<file path="src/rtl/pipeline_join_blocking.sv">
// rtl/pipeline_join_blocking.sv - lockstep join of N ready/valid streams into one via a 2-entry skid buffer
// Optional skew counter output enabled by PIPELINE_JOIN_BLOCKING_SKEW_COUNT_EN.
module pipeline_join_blocking #(
  parameter int WORD_WIDTH = 8,
  parameter int INPUT_COUNT = 2,
`ifdef PIPELINE_JOIN_BLOCKING_SKEW_COUNT_EN
  parameter int SKEW_COUNT_WIDTH = 16,
`endif
  localparam int TOTAL_WIDTH = WORD_WIDTH * INPUT_COUNT
) (
  input  logic                        clock,
  input  logic                        clear_n,
  input  logic [INPUT_COUNT-1:0]      input_valid,
  output logic [INPUT_COUNT-1:0]      input_ready,
  input  logic [TOTAL_WIDTH-1:0]      input_data,
  output logic                        output_valid,
  input  logic                        output_ready,
`ifdef PIPELINE_JOIN_BLOCKING_SKEW_COUNT_EN
  output logic [SKEW_COUNT_WIDTH-1:0] skew_cycles,
`endif
  output logic [TOTAL_WIDTH-1:0]      output_data
);

  typedef enum logic [1:0] {
    EMPTY = 2'd0,
    BUSY  = 2'd1,
    FULL  = 2'd2
  } buf_state_t;

  buf_state_t             state, state_next;
  logic [TOTAL_WIDTH-1:0] main_q, main_next;
  logic [TOTAL_WIDTH-1:0] skid_q, skid_next;

  logic all_valid;
  logic buf_ready;
  logic load;
  logic unload;

  // Readiness comes only from registered state so output_ready never reaches the inputs.
  assign all_valid   = &input_valid;
  assign buf_ready   = (state != FULL);
  assign load        = all_valid & buf_ready & clear_n;
  assign input_ready = {INPUT_COUNT{load}};

  assign output_valid = (state != EMPTY) & clear_n;
  assign output_data  = main_q;
  assign unload       = output_valid & output_ready;

  always_ff @(posedge clock) begin
    if (!clear_n) begin
      state  <= EMPTY;
      main_q <= '0;
      skid_q <= '0;
    end else begin
      state  <= state_next;
      main_q <= main_next;
      skid_q <= skid_next;
    end
  end

  always_comb begin
    state_next = state;
    main_next  = main_q;
    skid_next  = skid_q;
    case (state)
      EMPTY: begin
        if (load) begin
          state_next = BUSY;
          main_next  = input_data;
        end
      end
      BUSY: begin
        if (load && unload) begin
          main_next = input_data;
        end else if (unload) begin
          state_next = EMPTY;
        end else if (load) begin
          state_next = FULL;
          skid_next  = input_data;
        end
      end
      FULL: begin
        // load cannot occur here: buf_ready is low while FULL.
        if (unload) begin
          state_next = BUSY;
          main_next  = skid_q;
        end
      end
      default: state_next = EMPTY;
    endcase
  end

`ifdef PIPELINE_JOIN_BLOCKING_SKEW_COUNT_EN
  logic partial_valid;
  assign partial_valid = (|input_valid) & ~all_valid;

  always_ff @(posedge clock) begin
    if (!clear_n) begin
      skew_cycles <= '0;
    end else if (partial_valid && (skew_cycles != {SKEW_COUNT_WIDTH{1'b1}})) begin
      skew_cycles <= skew_cycles + 1'b1;
    end
  end
`endif

endmodule

</file>
<file path="config.mk">
export PLATFORM = sky130hd
export DESIGN_NAME = pipeline_join_blocking
export DESIGN_NICKNAME = d
export VERILOG_FILES = /design/src/rtl/pipeline_join_blocking.sv
export SDC_FILE = /design/constraint.sdc
export NUM_CORES = 1
export LEC_CHECK = 0
export BUFFER_PORTS_ARGS = -buffer_cell sky130_fd_sc_hd__buf_4
export CAP_MARGIN = 20
export CORE_MARGIN = 1
export CORE_UTILIZATION = 39
export DETAILED_ROUTE_END_ITERATION = 10
export GPL_ROUTABILITY_DRIVEN = 0
export HOLD_SLACK_MARGIN = 0.12
export REMOVE_ABC_BUFFERS = 1
export SKIP_LAST_GASP = 1
export SLEW_MARGIN = 20
export SYNTH_ARGS = -nofsm -noshare
export SYNTH_HDL_FRONTEND = slang
export SYNTH_SLANG_ARGS = --single-unit
export TNS_END_PERCENT = 30
</file>
<file path="constraint.sdc">
create_clock -name clock -period 1.4 [get_ports clock]
set_input_delay 0.07 -clock clock [delete_from_list [all_inputs] [get_ports clock]]
set_output_delay 0.07 -clock clock [all_outputs]
set_load 0.1 [all_outputs]
</file>
======== Word level (Yosys, flattened, before mapping) ========
Index checks and enable logic that the tools add are counted.
operators by class
  equal/unequal tests ..................... 8
  muxes and demuxes ....................... 10
  bitwise logic cells ..................... 6
  reductions and logical operators ........ 8
operators with widths
  operator                                             count
  two-way mux 16 bit                                   3
  one-hot mux 16 bit (3 select lines)                  1
  AND reduction 4 bit                                  3
  two-way mux 2 bit                                    5
  inequality test 2 bit, second input constant         5
  one-hot mux 2 bit (3 select lines)                   1
  AND 1 bit                                            4
  inequality test 3 bit, second input constant         1
  nonzero test 3 bit                                   1
  equality test 2 x 1 -> 1 bit, second input constant  1
  equality test 2 bit, second input constant           1
  zero test 2 bit                                      1
  NOT 1 bit                                            2
  AND reduction 2 bit                                  1
  nonzero test 2 bit                                   1
  logical AND 1 bit                                    1
word-level totals
  register bits ........................... 34
  input port bits ......................... 21
  output and inout bits ................... 19
  word-level logic and storage cells ...... 35

======== Longest topological paths before layout ========
Gate-level depths: netlist of run 1.
  word-level depth ........................ 7
  depth in mapped cells ................... 7
  mapped depth without buffers ............ 4

======== Worst setup path after synthesis of run 1 ========
OpenSTA, ideal clock, no wires.
  path kind ............................... register to output
  from .................................... register state[0]
  to ...................................... output input_ready[0]
  arrival time ............................ 1.412 ns
  slack ................................... -0.082 ns
  stages on the path, launching flop included .. 6
  buffers on the path ..................... 3
  path through ............................ dfxtp_1 > nand2b_1 > buf_2 > buf_2 > and2b_1 > buf_4
between the ends
  word-level cells in the longest chain between the ends .. 3
RTL lines
  what                      line  RTL
  start: declaration        30    buf_state_t state, state_next;
  start signal: assignment  55    state <= state_next;
  inequality test 2 bit     41    assign buf_ready = (state != FULL);
  AND 1 bit (2 in a row)    42    assign load = all_valid & buf_ready & clear_n;
  end: declaration          14    output logic [INPUT_COUNT-1:0] input_ready,
No other way between the ends.

======== Worst setup path in the final report of run 1 ========
  from .................................... register state[1]
  to ...................................... register main_q[15] (netlist: output_data[15])
between the ends
  word-level cells in the longest chain between the ends .. 6
  elaborated cells on any way between the ends .. 16
  classes of those cells .................. 6 x eq/ne; 1 x mux; 4 x bitwise; 5 x reduce/logical
RTL lines
  what                                                         line    RTL
  inequality test 2 bit or nonzero test 2 bit (tied branches)  41, 45
  AND 1 bit, on equally long branches                          42, 45
  AND 1 bit, on equally long branches                          42, 47
  logical AND 1 bit                                            73      if (load && unload) begin
  inequality test 2 bit (no line)                              -
  AND reduction 4 bit (no line)                                -
  end signal: assignment                                       56      main_q <= main_next;
  end: declaration                                             31      logic [TOTAL_WIDTH-1:0] main_q, main_next;
Several ways; a longest one is shown, not always the timed one.
A chain may end at the register's enable or synchronous reset.

==> results.py, run 1 <==
metrics = {
    "worst_setup_path": {
        "crit_start": "state[1]$_SDFFE_PN0P_",
        "cp.arrival_ns": 1.75,
        "path_class": "reg2reg",
        "required_ns": 1.63,
        "cpMaxStageDelayCell": "or4bb_4",
        "cp.depth": 5,
        "reg2reg_slack_ns": -0.12,
        "cp-end-kind": "flop",
        "worstPathCellList": "or4bb_4 > o221ai_4 > buf_12 > buf_16 > o211a_1",
        "critical-path-max-stage-delay_ns": 0.54,
        "rr_worst_depth": 5,
        "start_kind": "flop",
        "regToRegStartpoint": "state[1]$_SDFFE_PN0P_",
        "crit_path_end": "output_data[15]$_SDFFE_PN0P_",
        "critPathTopFamily": "simple AND/OR/NAND/NOR gates",
        "crit_fanout": 9,
        "worst_r2r_endpoint": "output_data[15]$_SDFFE_PN0P_",
        "critPathBufInv": 2,
    },
    "route": {
        "drc": 0,
        "drt_pass1_iterations": 4,
        "wl_um": 3450,
        "vias": 1246,
        "route.detailed.wl_per_inst_um": 13.3,
        "routed_via_density": 4.81,
        "ant_nets": 0,
        "drt_iter0_markers": 41,
    },
    "sta": {
        "fin_worst_skew_ns": 0.00317,
        "tightestPinTransition_ns": 0.392,
        "final-setup-viol-count": 35,
        "slew_headroom_pct": 73.9,
        "period_share_pct": 108,
        "hold_ws_ns": 0.278,
        "finalSetupTns_ns": -3.31,
        "finalHoldViolations": 0,
        "min_period_ns": 1.52,
        "report.final.slew_viol_count": 0,
        "grt_setup_unrepaired": "yes",
        "clock.fmax_ghz": 0.659,
        "fin_ws_ns": -0.118,
    },
    "logic_synthesis": {
        "ys_seq_elements": 34,
        "yosysUniqueCellTypes": 20,
        "synth_cells": 143,
        "netlist_area_um2": 1510,
        "ys_seq_area_share_pct": 45.0,
        "synth_area_per_cell_um2": 10.6,
        "synth_warnings": 0,
    },
    "run_status": {
        "violations": "setup timing",
        "outcome": "finished with violations",
    },
    "clocking": {
        "clkLatencyLatePin_ns": 0.28,
        "cts_tree": "done",
        "cts.htree.levels": 2,
        "clkSinkCount": 34,
        "cts_buffers": 5,
        "clkTransAtPathRegs_ns": 0.07,
        "cts-root-buf": "clkbuf_8",
        "clk_path_buf_depth": 2,
    },
    "global_routing": {
        "grt_max_degree": 36,
        "antenna_found_initial": 0,
        "grtUsageTotal_pct": 18.6,
        "grt_pass1_vias": 1257,
        "grt_pass1_wl_um": 5900,
        "overflow": 0,
    },
    "pwr": {
        "power_density_nw_per_um2": 1110,
        "ir_drop_v": 0.000784,
        "leakagePower_nw": 1.33,
    },
    "cells_and_area": {
        "synthToLayoutAreaGrowth_pct": 55.8,
        "n_antenna_cell": 0,
        "final_cell_mix": "buf_4 (46), mux2i_1 (32), dfxtp_1 (32), nor2b_1 (17), dlygate4sd3_1 (17)",
        "final_layout_size_suffix_gt1_share_pct": 35.5,
        "final_nets": 231,
        "final_common_cell": "buf_4",
        "fill_cells": 310,
    },
    "floorplan": {
        "pin_count": 40,
        "core_um2": 3690,
        "start_util_pct": 41.0,
        "fp.dieW_um": 64.3,
        "die_h_um": 64.3,
        "fp-row-count": 22,
        "fp.dieArea_um2": 4130,
    },
    "place": {
        "dpl_worst_slack_ns": -0.101,
        "io_buffers": 39,
        "post-dp-hpwl_um": 2090,
    },
    "job": {
        "drv_cap": 0,
    },
    "min_path": {
        "holdCritPathClass": "in2reg",
    },
}
[flip-flops by register name, indices dropped and copies added (netlist names)]
register	cells
output_data	16
skid_q	16
state	2
[repair_timing]
action / CTS / global route
setup endpoints to repair: 35 / 35
hold endpoints to repair: 17 / 0
gates resized for setup: 16 / 5
pin swaps: 0 / 0
gates cloned: 1 / 1
hold buffers: 17 / 0
buffers inserted: 4 / 1
[logic make-up (layout without fill, tap and decap cells)]
group / after synthesis / after routing / share of synthesized area, %
AO/OA/AOI/OAI: 22 / 22 / 13.3
buffers and inverters: 14 / 82 / 5.62
flip-flops: 34 / 34 / 45.0
multiplexers: 32 / 32 / 21.2
AND/OR/NAND/NOR: 41 / 41 / 14.9
[where the power goes]
| part | total, mW | internal, mW | switching [mW] |
|---|---|---|---|
| sequential | 1.04 | 1.01 | 0.0258 |
| clock | 0.836 | 0.496 | 0.339 |
| combinational | 0.735 | 0.263 | 0.472 |
[worst register-to-register path, stage by stage, from the launching register on]
cell and delay (ns):
dfxtp_4 0.36, or4bb_4 0.54, o221ai_4 0.16, buf_12 0.16, buf_16 0.11, o211a_1 0.13
[metal layers]
metal | up-vias | track usage [%] | wire length [µm]
li1 | 630 | - | -
met1 | 585 | 23.4 | 1610
met2 | 27 | 31.2 | 1670
met3 | 4 | 4.46 | 128
met4 | 0 | 5.83 | 36
met5 | - | 0 | 0
[Yosys cell counts]
library cell	count	area [µm²]
nand3_1	2	10.0
o21ai_0	1	5.00
o211a_1	16	160
nand3_2	1	10.0
or4b_1	1	10.0
dfxtp_1	34	681
and2b_1	1	7.51
mux2i_1	32	320
nand2b_1	1	6.26
o21a_1	3	22.5
nand2_1	17	63.8
nor2b_1	17	106
buf_2	5	25.0
a21oi_1	1	5.00
clkbuf_1	3	11.3
or4bb_1	1	11.3
o221ai_1	1	8.76
buf_6	2	22.5
buf_4	3	22.5
inv_1	1	3.75
[worst min-delay path by stage]
stage / from / end / slack (ns) / depth (start not counted)
6_report: input_valid[0] / state[0]$_SDFFE_PN0P_ / 0.28 / 5
5_1_grt: input_valid[1] / state[0]$_SDFFE_PN0P_ / 0.32 / 5
4_1_cts: input_valid[0] / state[0]$_SDFFE_PN0P_ / 0.26 / 5
3_5_place_dp: input_data[12] / skid_q[12]$_SDFFE_PN0P_ / 0.34 / 3
3_3_place_gp: input_data[3] / skid_q[3]$_SDFFE_PN0P_ / 0.33 / 3
2_1_floorplan: clear_n / state[0]$_SDFFE_PN0P_ / 0.19 / 1
[area by class of cell]
cell class / count / area (µm²) / area share, %
multi-input combinational: 95 / 787 / 33.4
timing repair buffer: 73 / 711 / 30.1
sequential: 34 / 686 / 29.1
clock buffer: 8 / 110 / 4.67
tap: 48 / 60.1 / 2.55
inverter: 1 / 3.75 / 0.159
[metrics by stage]
| step | power, mW | utilization [%] | area, µm² | cells |
|---|---|---|---|---|
| floorplan | 1.50 | - | 1430 | 130 |
| global placement | 1.69 | 51.6 | 1900 | 227 |
| detailed placement | 1.69 | 51.6 | 1900 | 227 |
| CTS | 2.62 | 62.7 | 2310 | 257 |
| global route | 2.73 | 63.9 | 2360 | 259 |
| finish | 2.61 | 63.9 | 2360 | 259 |
(Power assumes the default switching activity.)
==> inputs of run 2 (changes only) <==
--- a/config.mk
+++ b/config.mk
@@ -8,10 +8,11 @@
 export BUFFER_PORTS_ARGS = -buffer_cell sky130_fd_sc_hd__buf_4
 export CAP_MARGIN = 20
 export CORE_MARGIN = 1
-export CORE_UTILIZATION = 39
+export CORE_UTILIZATION = 46
 export DETAILED_ROUTE_END_ITERATION = 10
 export GPL_ROUTABILITY_DRIVEN = 0
 export HOLD_SLACK_MARGIN = 0.12
+export PLACE_DENSITY = 0.74
 export REMOVE_ABC_BUFFERS = 1
 export SKIP_LAST_GASP = 1
 export SLEW_MARGIN = 20
==> results.py, run 2 (synthesis gave the netlist of run 1 again) <==
metrics = {
    "pwr": {
        "p_int_mw": 1.49,
        "swShare_pct": 35.9,
        "seq_power_share_pct": 45.0,
        "power_switching_uw": 833,
        "power_density_nw_per_um2": 1070,
        "leakagePower_nw": 1.25,
        "ir_drop_v": 0.000717,
        "power_mw": 2.32,
        "clkPwrFrac_pct": 25.0,
        "pwr-share-comb_pct": 30.0,
    },
    "worst_setup_path": {
        "regToRegStartpoint": "state[0]$_SDFFE_PN0P_",
        "cp-end-kind": "flop",
        "cp.arrival_ns": 1.73,
        "cpMaxStageDelayCell": "or4bb_4",
        "required_ns": 1.63,
        "critical-path-max-stage-delay_ns": 0.56,
        "rr_worst_depth": 5,
        "path_class": "reg2reg",
        "start_kind": "flop",
        "crit_fanout": 11,
        "worst_r2r_endpoint": "output_data[12]$_SDFFE_PN0P_",
        "worstPathCellList": "or4bb_4 > o221ai_4 > buf_12 > nand2_1 > o211a_1",
        "reg2reg_slack_ns": -0.11,
    },
    "route": {
        "drt_iter0_markers": 35,
        "drc": 0,
        "wl_um": 3550,
        "vias": 1235,
        "drt_pass1_iterations": 4,
        "ant_nets": 0,
        "route.detailed.wl_per_inst_um": 14.3,
        "routed_via_density": 4.98,
    },
    "cells_and_area": {
        "n_antenna_cell": 0,
        "final_nets": 224,
        "synthToLayoutAreaGrowth_pct": 44.0,
        "final_cell_mix": "buf_4 (44), dfxtp_1 (33), mux2i_1 (32)",
        "final_common_cell": "buf_4",
        "fill_cells": 235,
        "final_layout_size_suffix_gt1_share_pct": 30.9,
    },
    "sta": {
        "clock.fmax_ghz": 0.664,
        "tightestPinTransition_ns": 0.312,
        "min_period_ns": 1.51,
        "slew_headroom_pct": 79.2,
        "report.final.slew_viol_count": 0,
        "grt_setup_unrepaired": "yes",
        "fin_ws_ns": -0.107,
        "finalHoldViolations": 0,
        "hold_ws_ns": 0.209,
        "finalSetupTns_ns": -2.20,
        "fin_worst_skew_ns": 0.00866,
        "final-setup-viol-count": 34,
        "period_share_pct": 108,
    },
    "min_path": {
        "hold_path_depth": 5,
        "worstHoldStart": "input_valid[1]",
        "hold_path_end": "state[0]$_SDFFE_PN0P_",
        "holdCritPathClass": "in2reg",
    },
    "global_routing": {
        "antenna_found_initial": 0,
        "grt_pass1_wl_um": 5510,
        "grtUsageTotal_pct": 21.1,
        "grt_pass1_vias": 1267,
        "grt_max_degree": 35,
        "overflow": 0,
    },
    "place": {
        "io_buffers": 39,
        "post-dp-hpwl_um": 2160,
    },
    "run_status": {
        "violations": "setup timing",
        "outcome": "finished with violations",
    },
    "clocking": {
        "clkLatencyLatePin_ns": 0.33,
        "cts-root-buf": "clkbuf_4",
        "clkTransAtPathRegs_ns": 0.11,
        "cts.htree.levels": 2,
        "cts_tree": "done",
        "clk_path_buf_depth": 2,
        "cts_buffers": 5,
        "clkSinkCount": 34,
    },
    "floorplan": {
        "start_util_pct": 49.1,
        "fp.dieArea_um2": 3520,
        "fp-row-count": 20,
        "core_um2": 3080,
        "fp.dieW_um": 59.3,
        "die_h_um": 59.3,
        "pin_count": 40,
    },
    "job": {
        "drv_cap": 0,
    },
}
## run 2: metal layers
metal  share of wire, %  wire length [µm]  up-vias  GRT usage [%]
met5                  0                 0        -              0
met4               0.79                28        0           9.86
met3                3.4               122        3           4.80
met2                 51              1810       26           37.2
met1                 45              1590      586           23.9
li1                   -                 -      620              -
## run 2: critical path, delay by kind of cell (launching register included)
kind / cells / cell delay, ns
simple gates: 2 / 0.61
buf+inv: 1 / 0.18
compound gates: 2 / 0.26
flops: 1 / 0.34
## run 2: worst max path at each step
| stage | start | to | depth (start not counted) | slack, ns |
|---|---|---|---|---|
| finish | state[0]$_SDFFE_PN0P_ | output_data[12]$_SDFFE_PN0P_ | 5 | -0.11 |
| detailed placement | state[0]$_SDFFE_PN0P_ | output_data[13]$_SDFFE_PN0P_ | 5 | -0.07 |
| floorplan | state[0]$_SDFFE_PN0P_ | output_data[0]$_SDFFE_PN0P_ | 4 | -1.24 |
| global placement | state[0]$_SDFFE_PN0P_ | output_data[10]$_SDFFE_PN0P_ | 5 | -0.02 |
| global route | state[0]$_SDFFE_PN0P_ | output_data[8]$_SDFFE_PN0P_ | 5 | -0.16 |
| CTS | state[0]$_SDFFE_PN0P_ | output_data[7]$_SDFFE_PN0P_ | 5 | -0.09 |
## run 2: power groups by stage
| stage | registers, mW | logic (mW) | clock network, mW |
|---|---|---|---|
| after floorplan | 1.37 | 0.135 | 0 |
| after global placement | 1.06 | 0.613 | 0 |
| after detailed placement | 1.06 | 0.624 | 0 |
| after CTS | 1.04 | 0.671 | 0.587 |
| after global routing | 1.05 | 0.724 | 0.641 |
| final | 1.04 | 0.696 | 0.580 |
## run 2: through the flow
stage	cell area (µm²)	worst slack [ns]	util [%]	cells
after detailed placement	1870	-0.0723	60.6	222
after global routing	2180	-0.156	70.8	248
after global placement	1870	-0.0173	60.6	222
after CTS	2130	-0.0892	69.3	247
final	2180	-0.107	70.8	248
after floorplan	1430	-1.24	-	130
## run 2: layout make-up
cell class | count | area (µm²) | share of cell area [%]
Clock buffer | 6 | 51.3 | 2.35
Clock inverter | 2 | 12.5 | 0.574
Inverter | 1 | 3.75 | 0.172
Multi-Input combinational cell | 95 | 777 | 35.7
Sequential cell | 34 | 682 | 31.3
Tap cell | 44 | 55.1 | 2.53
Timing Repair Buffer | 66 | 597 | 27.4
## run 2: repair_timing
item | CTS | global route
setup buffers | 0 | 0
hold endpoints to repair | 33 | 0
pin swaps | 0 | 0
hold buffers | 17 | 0
endpoints found under the setup margin | 34 | 35
gates cloned | 0 | 1
gates resized for setup | 9 | 3
